--- src/rtl/mandelbrot_frame_scheduler.sv ---
// mandelbrot_frame_scheduler
//
// Walks one frame of the pixel grid, issues each pixel's complex coordinate and
// address into a Mandelbrot pipeline, drains the returned iteration counts into
// a framebuffer write port, and pulses `done` when the frame is complete.
//
// Ports
//   clk_in, reset_n            clock, asynchronous active-low reset
//   start                      frame start pulse (IDLE only)
//   re_start/im_start          coordinate of pixel 0
//   re_step/im_step            per-pixel / per-line increments
//   max_iterations             iteration limit, latched on start
//   write_request_out          issue current pixel to the pipeline
//   re_out/im_out              current pixel coordinate
//   pixel_addr_out             current pixel address
//   max_iterations_out         latched iteration limit
//   enable_out/calculating_out frame active
//   buffer_full_in             pipeline input back-pressure
//   data_ready_in              pipeline result valid
//   iterations_in              result iteration count
//   pixel_addr_in              result pixel address
//   output_buffer_overflow_in  pipeline overflow flag
//   data_read_ack_out          one-cycle result acknowledge
//   fb_we/fb_addr/fb_data      framebuffer write slot
//   fb_ready                   framebuffer accepts the write
//   busy                       frame in progress
//   done                       one-cycle frame-complete pulse
//   overflow_err               sticky overflow flag, cleared by start
//   state_dbg                  current FSM state
//
// Handshakes:
//   Issue : a pixel transfers on every clock edge where write_request_out=1;
//           write_request_out is simply "in ISSUE and buffer_full_in=0".
//   Result: data_ready_in is the pipeline's valid; a result is taken when the
//           framebuffer slot is free (empty or being drained this cycle) and
//           no ack was given the cycle before, and is acknowledged by a
//           one-cycle data_read_ack_out pulse in the following cycle.
//   FB    : fb_we is valid, fb_ready is ready; a write transfers on an edge
//           with both high. fb_addr/fb_data hold while fb_we=1 and fb_ready=0.
module mandelbrot_frame_scheduler #(
  parameter int H_RES  = 640,
  parameter int V_RES  = 480,
  parameter int ADDR_W = 22,
  parameter int CNT_W  = 16
) (
  input  logic              clk_in,
  input  logic              reset_n,
  input  logic              start,
  input  logic [31:0]       re_start,
  input  logic [31:0]       im_start,
  input  logic [31:0]       re_step,
  input  logic [31:0]       im_step,
  input  logic [10:0]       max_iterations,
  output logic              write_request_out,
  output logic [31:0]       re_out,
  output logic [31:0]       im_out,
  output logic [ADDR_W-1:0] pixel_addr_out,
  output logic [10:0]       max_iterations_out,
  output logic              enable_out,
  output logic              calculating_out,
  input  logic              buffer_full_in,
  input  logic              data_ready_in,
  input  logic [10:0]       iterations_in,
  input  logic [ADDR_W-1:0] pixel_addr_in,
  input  logic              output_buffer_overflow_in,
  output logic              data_read_ack_out,
  output logic              fb_we,
  output logic [ADDR_W-1:0] fb_addr,
  output logic [10:0]       fb_data,
  input  logic              fb_ready,
  output logic              busy,
  output logic              done,
  output logic              overflow_err,
  output logic [1:0]        state_dbg
);

  localparam int XW = $clog2(H_RES + 1);
  localparam int YW = $clog2(V_RES + 1);

  typedef enum logic [1:0] {
    S_IDLE  = 2'd0,
    S_ISSUE = 2'd1,
    S_DRAIN = 2'd2,
    S_DONE  = 2'd3
  } state_t;

  state_t            state_q, state_d;
  logic [XW-1:0]     x_q, x_d;
  logic [YW-1:0]     y_q, y_d;
  logic [ADDR_W-1:0] addr_q, addr_d;
  logic [31:0]       re_q, re_d;
  logic [31:0]       im_q, im_d;
  logic [31:0]       re_start_q, re_start_d;
  logic [31:0]       re_step_q, re_step_d;
  logic [31:0]       im_step_q, im_step_d;
  logic [10:0]       max_it_q, max_it_d;
  logic [CNT_W-1:0]  outst_q, outst_d;
  logic              fb_we_q, fb_we_d;
  logic [ADDR_W-1:0] fb_addr_q, fb_addr_d;
  logic [10:0]       fb_data_q, fb_data_d;
  logic              ack_q, ack_d;
  logic              ovf_q, ovf_d;

  logic issue;
  logic capture;
  logic active;

  always_comb begin
    state_d    = state_q;
    x_d        = x_q;
    y_d        = y_q;
    addr_d     = addr_q;
    re_d       = re_q;
    im_d       = im_q;
    re_start_d = re_start_q;
    re_step_d  = re_step_q;
    im_step_d  = im_step_q;
    max_it_d   = max_it_q;
    fb_we_d    = fb_we_q;
    fb_addr_d  = fb_addr_q;
    fb_data_d  = fb_data_q;
    ovf_d      = ovf_q | output_buffer_overflow_in;

    active  = (state_q == S_ISSUE) || (state_q == S_DRAIN);
    issue   = (state_q == S_ISSUE) && !buffer_full_in;
    // The !ack_q term stops a data_ready_in that the pipeline has not yet
    // dropped after our ack from being taken a second time.
    capture = active && data_ready_in && (!fb_we_q || fb_ready) && !ack_q;
    ack_d   = capture;

    // Refill wins over drain when both happen in the same cycle.
    if (capture) begin
      fb_we_d   = 1'b1;
      fb_addr_d = pixel_addr_in;
      fb_data_d = iterations_in;
    end else if (fb_ready) begin
      fb_we_d = 1'b0;
    end

    case ({issue, capture})
      2'b10:   outst_d = outst_q + CNT_W'(1);
      2'b01:   outst_d = outst_q - CNT_W'(1);
      default: outst_d = outst_q;
    endcase

    case (state_q)
      S_IDLE: begin
        if (start) begin
          re_start_d = re_start;
          re_step_d  = re_step;
          im_step_d  = im_step;
          max_it_d   = max_iterations;
          x_d        = '0;
          y_d        = '0;
          addr_d     = '0;
          re_d       = re_start;
          im_d       = im_start;
          outst_d    = '0;
          ovf_d      = output_buffer_overflow_in;
          state_d    = S_ISSUE;
        end
      end
      S_ISSUE: begin
        if (issue) begin
          addr_d = addr_q + ADDR_W'(1);
          if (x_q != XW'(H_RES - 1)) begin
            x_d  = x_q + XW'(1);
            re_d = re_q + re_step_q;
          end else begin
            x_d  = '0;
            re_d = re_start_q;
            y_d  = y_q + YW'(1);
            im_d = im_q + im_step_q;
            if (y_q == YW'(V_RES - 1)) state_d = S_DRAIN;
          end
        end
      end
      S_DRAIN: begin
        // Looking at next-state values lets DONE follow the edge on which
        // the last framebuffer write is accepted.
        if (outst_d == '0 && !fb_we_d) state_d = S_DONE;
      end
      S_DONE: begin
        state_d = S_IDLE;
      end
      default: state_d = S_IDLE;
    endcase
  end

  always_ff @(posedge clk_in or negedge reset_n) begin
    if (!reset_n) begin
      state_q    <= S_IDLE;
      x_q        <= '0;
      y_q        <= '0;
      addr_q     <= '0;
      re_q       <= '0;
      im_q       <= '0;
      re_start_q <= '0;
      re_step_q  <= '0;
      im_step_q  <= '0;
      max_it_q   <= '0;
      outst_q    <= '0;
      fb_we_q    <= 1'b0;
      fb_addr_q  <= '0;
      fb_data_q  <= '0;
      ack_q      <= 1'b0;
      ovf_q      <= 1'b0;
    end else begin
      state_q    <= state_d;
      x_q        <= x_d;
      y_q        <= y_d;
      addr_q     <= addr_d;
      re_q       <= re_d;
      im_q       <= im_d;
      re_start_q <= re_start_d;
      re_step_q  <= re_step_d;
      im_step_q  <= im_step_d;
      max_it_q   <= max_it_d;
      outst_q    <= outst_d;
      fb_we_q    <= fb_we_d;
      fb_addr_q  <= fb_addr_d;
      fb_data_q  <= fb_data_d;
      ack_q      <= ack_d;
      ovf_q      <= ovf_d;
    end
  end

  assign write_request_out  = issue;
  assign re_out             = re_q;
  assign im_out             = im_q;
  assign pixel_addr_out     = addr_q;
  assign max_iterations_out = max_it_q;
  assign busy               = (state_q != S_IDLE);
  assign enable_out         = busy;
  assign calculating_out    = busy;
  assign done               = (state_q == S_DONE);
  assign data_read_ack_out  = ack_q;
  assign fb_we              = fb_we_q;
  assign fb_addr            = fb_addr_q;
  assign fb_data            = fb_data_q;
  assign overflow_err       = ovf_q;
  assign state_dbg          = state_q;

endmodule
--- config.mk ---
export PLATFORM = sky130hd
export DESIGN_NAME = mandelbrot_frame_scheduler
export DESIGN_NICKNAME = d
export VERILOG_FILES = /design/src/rtl/mandelbrot_frame_scheduler.sv
export SDC_FILE = /design/constraint.sdc
export NUM_CORES = 1
export LEC_CHECK = 0
export ABC_CLOCK_PERIOD_IN_PS = 4600
export CORE_MARGIN = 2
export CORE_UTILIZATION = 40
export DETAILED_ROUTE_END_ITERATION = 8
export PLACE_DENSITY = 0.66
export SLEW_MARGIN = 20
export SYNTH_ARGS = -nofsm -noshare
export SYNTH_HDL_FRONTEND = slang
export SYNTH_SLANG_ARGS = --single-unit
export TNS_END_PERCENT = 10
--- constraint.sdc ---
create_clock -name clk_in -period 4.6 [get_ports clk_in]
set_input_delay 0.92 -clock clk_in [delete_from_list [all_inputs] [get_ports clk_in]]
set_output_delay 0.92 -clock clk_in [all_outputs]
set_load 0.02 [all_outputs]
# Yosys cells after proc, flatten, opt, wreduce, memory -nomap -nowiden
# Cells that the tools add are included.
[word_totals]
inputBits = 179
word_cells = 87
register_bits = 266
out_inout_bits = 140
[op_classes]
bitwise_logic = 1
muxes = 32
n_reduce_logical = 19
add_sub_neg = 7
n_eq_ne = 12
[ops]
columns = ["cell", "n"]
rows = [
  ["32-bit two-way mux", 6],
  ["32-bit case mux with 2 select lines", 2],
  ["32-bit adder", 2],
  ["22-bit two-way mux", 2],
  ["22-bit case mux with 2 select lines", 1],
  ["16-bit two-way mux", 2],
  ["16-bit case mux with 2 select lines", 1],
  ["10-bit two-way mux", 3],
  ["9-bit two-way mux", 3],
  ["22-bit by 1-bit adder with 22-bit output, second input constant", 1],
  ["10-bit case mux with 2 select lines", 1],
  ["9-bit case mux with 2 select lines", 1],
  ["16-bit by 1-bit adder with 16-bit output, second input constant", 1],
  ["16-bit logical NOT", 1],
  ["16-bit by 1-bit subtractor with 16-bit output, second input constant", 1],
  ["10-bit by 1-bit adder with 10-bit output, second input constant", 1],
  ["2-bit two-way mux", 5],
  ["10-bit inequality test, second input constant", 1],
  ["9-bit by 1-bit adder with 9-bit output, second input constant", 1],
  ["9-bit equality test, second input constant", 1],
  ["2-bit case mux with 4 select lines", 1],
  ["2-bit equality test, second input constant", 3],
  ["2-bit inequality test, second input constant", 3],
  ["1-bit logical AND", 5],
  ["other kinds (12)", 22],
]

# Longest topological paths before layout
[depth]
depth_word = 11
depth_mapped = 21
depth_no_buf = 17

# Worst setup path after synthesis
# No wires, ideal clock.
[synth_path]
kind = "input to register"
from = "input fb_ready"
to = "register state_q[0] (netlist: state_dbg[0])"
required_time_ns = 4.501
setup_ns = 0.099
setup_slack_ns = -0.514
n_path_buf = 4
path_stages = 19
arrival_time_ns = 5.015
path_cell_list = "nor2b_1 > nor3_1 > clkbuf_1 > ha_1 > buf_2 > buf_2 > buf_2 > xor2_1 > ha_1 > and3b_1 > o21ai_0 > and4b_1 > o22ai_1 > a31oi_1 > xnor2_1 > nand4_1 > nor4_2 > nand3_1 > a311oi_1"
[synth_via]
elab_chain_len = 9
word_cells_on_any_way = 13
classes_between = "eq/ne: 3; mux: 3; reduce/logical: 7"
[synth_lines]
columns = ["element", "line", "source"]
rows = [
  ["from (decl)", "70", "input logic fb_ready,"],
  ["1-bit logical OR (*)", "128", "capture = active && data_ready_in && (!fb_we_q || fb_ready) && !ack_q;"],
  ["1-bit logical AND (*) (2 in series)", "128", ""],
  ["via ack_d", "101", "logic ack_q, ack_d;"],
  ["2-bit by 1-bit equality test with 1-bit output / 2-bit equality test (equally long branches)", "140", "case ({issue, capture})"],
  ["16-bit case mux with 2 select lines", "140", ""],
  ["16-bit logical NOT", "181", "if (outst_d == '0 && !fb_we_d) state_d = S_DONE;"],
  ["1-bit logical AND (*)", "181", ""],
  ["2-bit by 1-bit inequality test with 1-bit output (no source line) (*)", "-", ""],
  ["5-bit AND reduction (no source line) (*)", "-", ""],
  ["to (signal assigned)", "209", "state_q <= state_d;"],
  ["to (decl)", "87", "state_t state_q, state_d;"],
]
# Mark *: on every way through the listed nets, which the timed path passes. The rest lies on a longest branch.
# A chain may end at the register's enable or synchronous reset.

# Worst setup path in the final report
[layout_path]
from = "register state_q[0] (netlist: state_dbg[0])"
to = "register state_q[0] (netlist: state_dbg[0])"
[layout_via]
elab_chain_len = 11
word_cells_on_any_way = 23
classes_between = "eq/ne: 10; mux: 3; reduce/logical: 10"
[layout_lines]
columns = ["element", "line", "source"]
rows = [
  ["2-bit by 1-bit equality test with 1-bit output / 2-bit equality test (equally long branches)", "124, 125, 146", ""],
  ["1-bit logical OR", "124", "active = (state_q == S_ISSUE) || (state_q == S_DRAIN);"],
  ["1-bit logical AND (3 in series)", "128", ""],
  ["2-bit by 1-bit equality test with 1-bit output / 2-bit equality test (equally long branches)", "140", ""],
  ["16-bit case mux with 2 select lines", "140", ""],
  ["16-bit logical NOT", "181", ""],
  ["1-bit logical AND", "181", ""],
  ["2-bit by 1-bit inequality test with 1-bit output (no source line)", "-", ""],
  ["5-bit AND reduction (no source line)", "-", ""],
]
# Several ways; a longest one is shown, not always the timed one.

==> results.toml <==
[worst_setup_path]
startpoint = "state_dbg[0]"
path_class = "flop to flop"
endpoint_kind = "flop"
cp_max_fo = 24
crit-reg2reg-launch = "state_dbg[0]"
crit_path_start_kind = "flop"
crit_required_ps = 5030
cp.arrival_ps = 4580

[global_routing]
grt_pass1_vias = 13300
grt_usage_pct = 22.4
gr-total-overflow = 0
grt_pass1_wl_um = 70900
grt_max_degree = 110
antenna_found_initial = 4

[logic_synthesis]
yosysSeqAreaShare_pct = 43.4
avgSynthCellArea_sq_um = 8.77
syn_inst = 1748
synth_flop_cell = "dfrtp_1"
async_flop_share_pct = 100
syn-num-nets = 2002
synth_top_family_by_area = "simple AND/OR/NAND/NOR gates"
ys_types = 84
synth_compound_area_share_pct = 16.4
synth.top_cells.by_count = "nand2_1, dfrtp_1, o21ai_0"
synthAdderAreaFrac_pct = 6.22
muxShareOfSynthArea_pct = 4.72
synthSimpleGateAreaFrac_pct = 21.3
netlist.area_leader.share_pct = 43.4
ys_seq_elements = 266
yosys.area.top_type = "dfrtp_1"
yosys.area_share.xor_xnor_pct = 5.03
ys_warn_count = 0
yosys-top-cells-area = "dfrtp_1, nand2_1, ha_1"
synth-edff-count = 0
syn_area_sq_um = 15300
synth_most_common_cell = "nand2_1"

[floorplanning]
start_util_pct = 40.7
die_w_um = 200
dieArea_sq_um = 39900
ios = 319
die_h_um = 200
rows = 71
core_region_area_sq_um = 37700

[clock_network]
cts_root_buffer = "clkbuf_16"
numClockSinks = 266
cts_resized = 0
cts_hold_buf = 0
cts_buffer_depth = 3
cts.reportedPaths.clkPinSlew_ps = 50
cts.htree.levels = 2
worst_skew_pair.late_latency_ps = 540
post-cts-setup-buffer-count = 0
numCtsBuffers = 35
cts_tree = "built"

[detailed_routing]
routed_via_density = 5.30
dr.pass1.iters = 5
drtAntennaViolNets = 0
via_count = 13600
wire_per_inst_um = 17.3
drt-initial-drc-count = 634
drc = 0
wirelength_um = 44600

[sta]
finalWorstSetupSlack_ps = 446
worst_pin_slew_ps = 999
relSlewSlack_pct = 33.4
maxSlewViolCount = 0
fin_crit_sh_pct = 90.3
fmax_ghz = 0.241
hold_violations = 0
finClkSkew_ps = 16.3
layout_min_cycle_time_ps = 4150
rsz0062_at_grt = "no"
setup_tns_ps = 0
setup_viol = 0
timing.hold.ws_ps = 395

[finish]
postLayoutCoreUtil_pct = 53.5
syn_to_final_growth_pct = 31.4
drive_gt1_share_pct = 6.75
nets = 2292
design_area_sq_um = 20100

[hold_path]
hold_path_class = "input port to async pin"

[place]
post_dp_cell_area_sq_um = 19100
place_ws_ps = -31.6
dp_hpwl_um = 31200
io_buffers = 318
gp_congestion = 0.879

[power]
cellLeakagePower_nw = 9.11
power_density_nw_per_um2 = 774
ir_worst_vdd_v = 0.000417

[run_status]
status = "finished, final reports clean"

[job]
max_cap_viol_count = 0
## power breakdown
| part | total, W | switching, W | internal [W] |
|---|---|---|---|
| clock | 0.00254 | 0.00103 | 0.00151 |
| combinational | 0.00890 | 0.00501 | 0.00389 |
| sequential | 0.00414 | 0.000806 | 0.00334 |
## worst max-delay path, cell delays in order (launching register included)
cell and delay [ps]:
dfrtp_1 460, inv_1 130, ha_1 330, nand2_1 100, nor3_4 230, ha_1 210, buf_4 270, buf_4 220
nor3b_1 310, nor2_1 80, or3_1 340, o221ai_1 290, xor2_1 110, mux2i_1 220, nand2_1 90, nor4_2 240
nand3_1 130, a311oi_1 280
## stage by stage
step,total power (W),cells
detailed placement,0.0130,2512
global placement,0.0129,2512
floorplan,0.0101,1748
global route,0.0169,2571
finish,0.0156,2573
CTS,0.0157,2570
## final cells by class
class	instances	area [sq um]
clock inverter	10	63.8
tap	511	639
inverter	29	109
antenna	3	7.51
multi-input combinational	1365	8280
timing repair buffer	341	3400
clock buffer	48	995
sequential	266	6660
fill	3484	17500
## state kept, by name, summed over array words and instances (netlist names), 16 cells and up
| signal | count |
|---|---|
| re_start_q | 32 |
| outst_q | 16 |
| re_out | 32 |
| pixel_addr_out | 22 |
| im_out | 32 |
| fb_addr | 22 |
| re_step_q | 32 |
| im_step_q | 32 |
## kinds of logic (layout without fill, tap and decap cells)
family | count (synthesis) | in the layout
AND/OR/NAND/NOR | 751 | 751
AO/OA/AOI/OAI | 383 | 383
flip-flops | 266 | 266
buffers and inverters | 117 | 428
XOR/XNOR | 88 | 88
adder cells (fa/ha/maj) | 75 | 75
multiplexers | 68 | 68
other | 0 | 3
## per-layer routing
layer | vias to the layer above | wire [um] | track usage (%)
li1 | 6644 | - | -
met1 | 6521 | 19700 | 29.4
met2 | 401 | 20300 | 36.1
met3 | 83 | 3080 | 4.99
met4 | 0 | 1470 | 9.08
met5 | - | 0 | 0
## cells in the final DEF, fill, tap and decap left out, types with 7 or more instances in the layout
cell type        count
ha_1                72
o211ai_1            22
mux2_2              34
a31oi_1             13
and3_1              15
dfrtp_1            266
nor2_1             114
nand4_1             11
o21bai_1             7
o21ai_0            119
o21a_1              16
nand3_1             33
nand2_1            459
nor2b_1             14
xnor2_1             43
buf_4               20
nor3b_1             13
mux2i_1             34
nor3_1              19
a211oi_1            13
or3_1               13
clkbuf_16           35
clkdlybuf4s50_1    317
inv_1               29
a21o_1              37
a21oi_1             69
nand2b_1            15
clkbuf_8             7
and2_1              10
xor2_1              45
## final timing paths
check / endpoint / slack, ps / cells past startpoint
hold / removal: re_start_q[19] / 400 / 1
setup / recovery: state_dbg[0] / 450 / 17
hold reg to reg: re_start_q[14] / 470 / 2
setup reg to reg: state_dbg[0] / 450 / 17
max in group asynchronous: max_iterations_out[10] / 3220 / 2
min in group clk_in: re_start_q[14] / 470 / 2
Power figures use the tool's default switching activity.
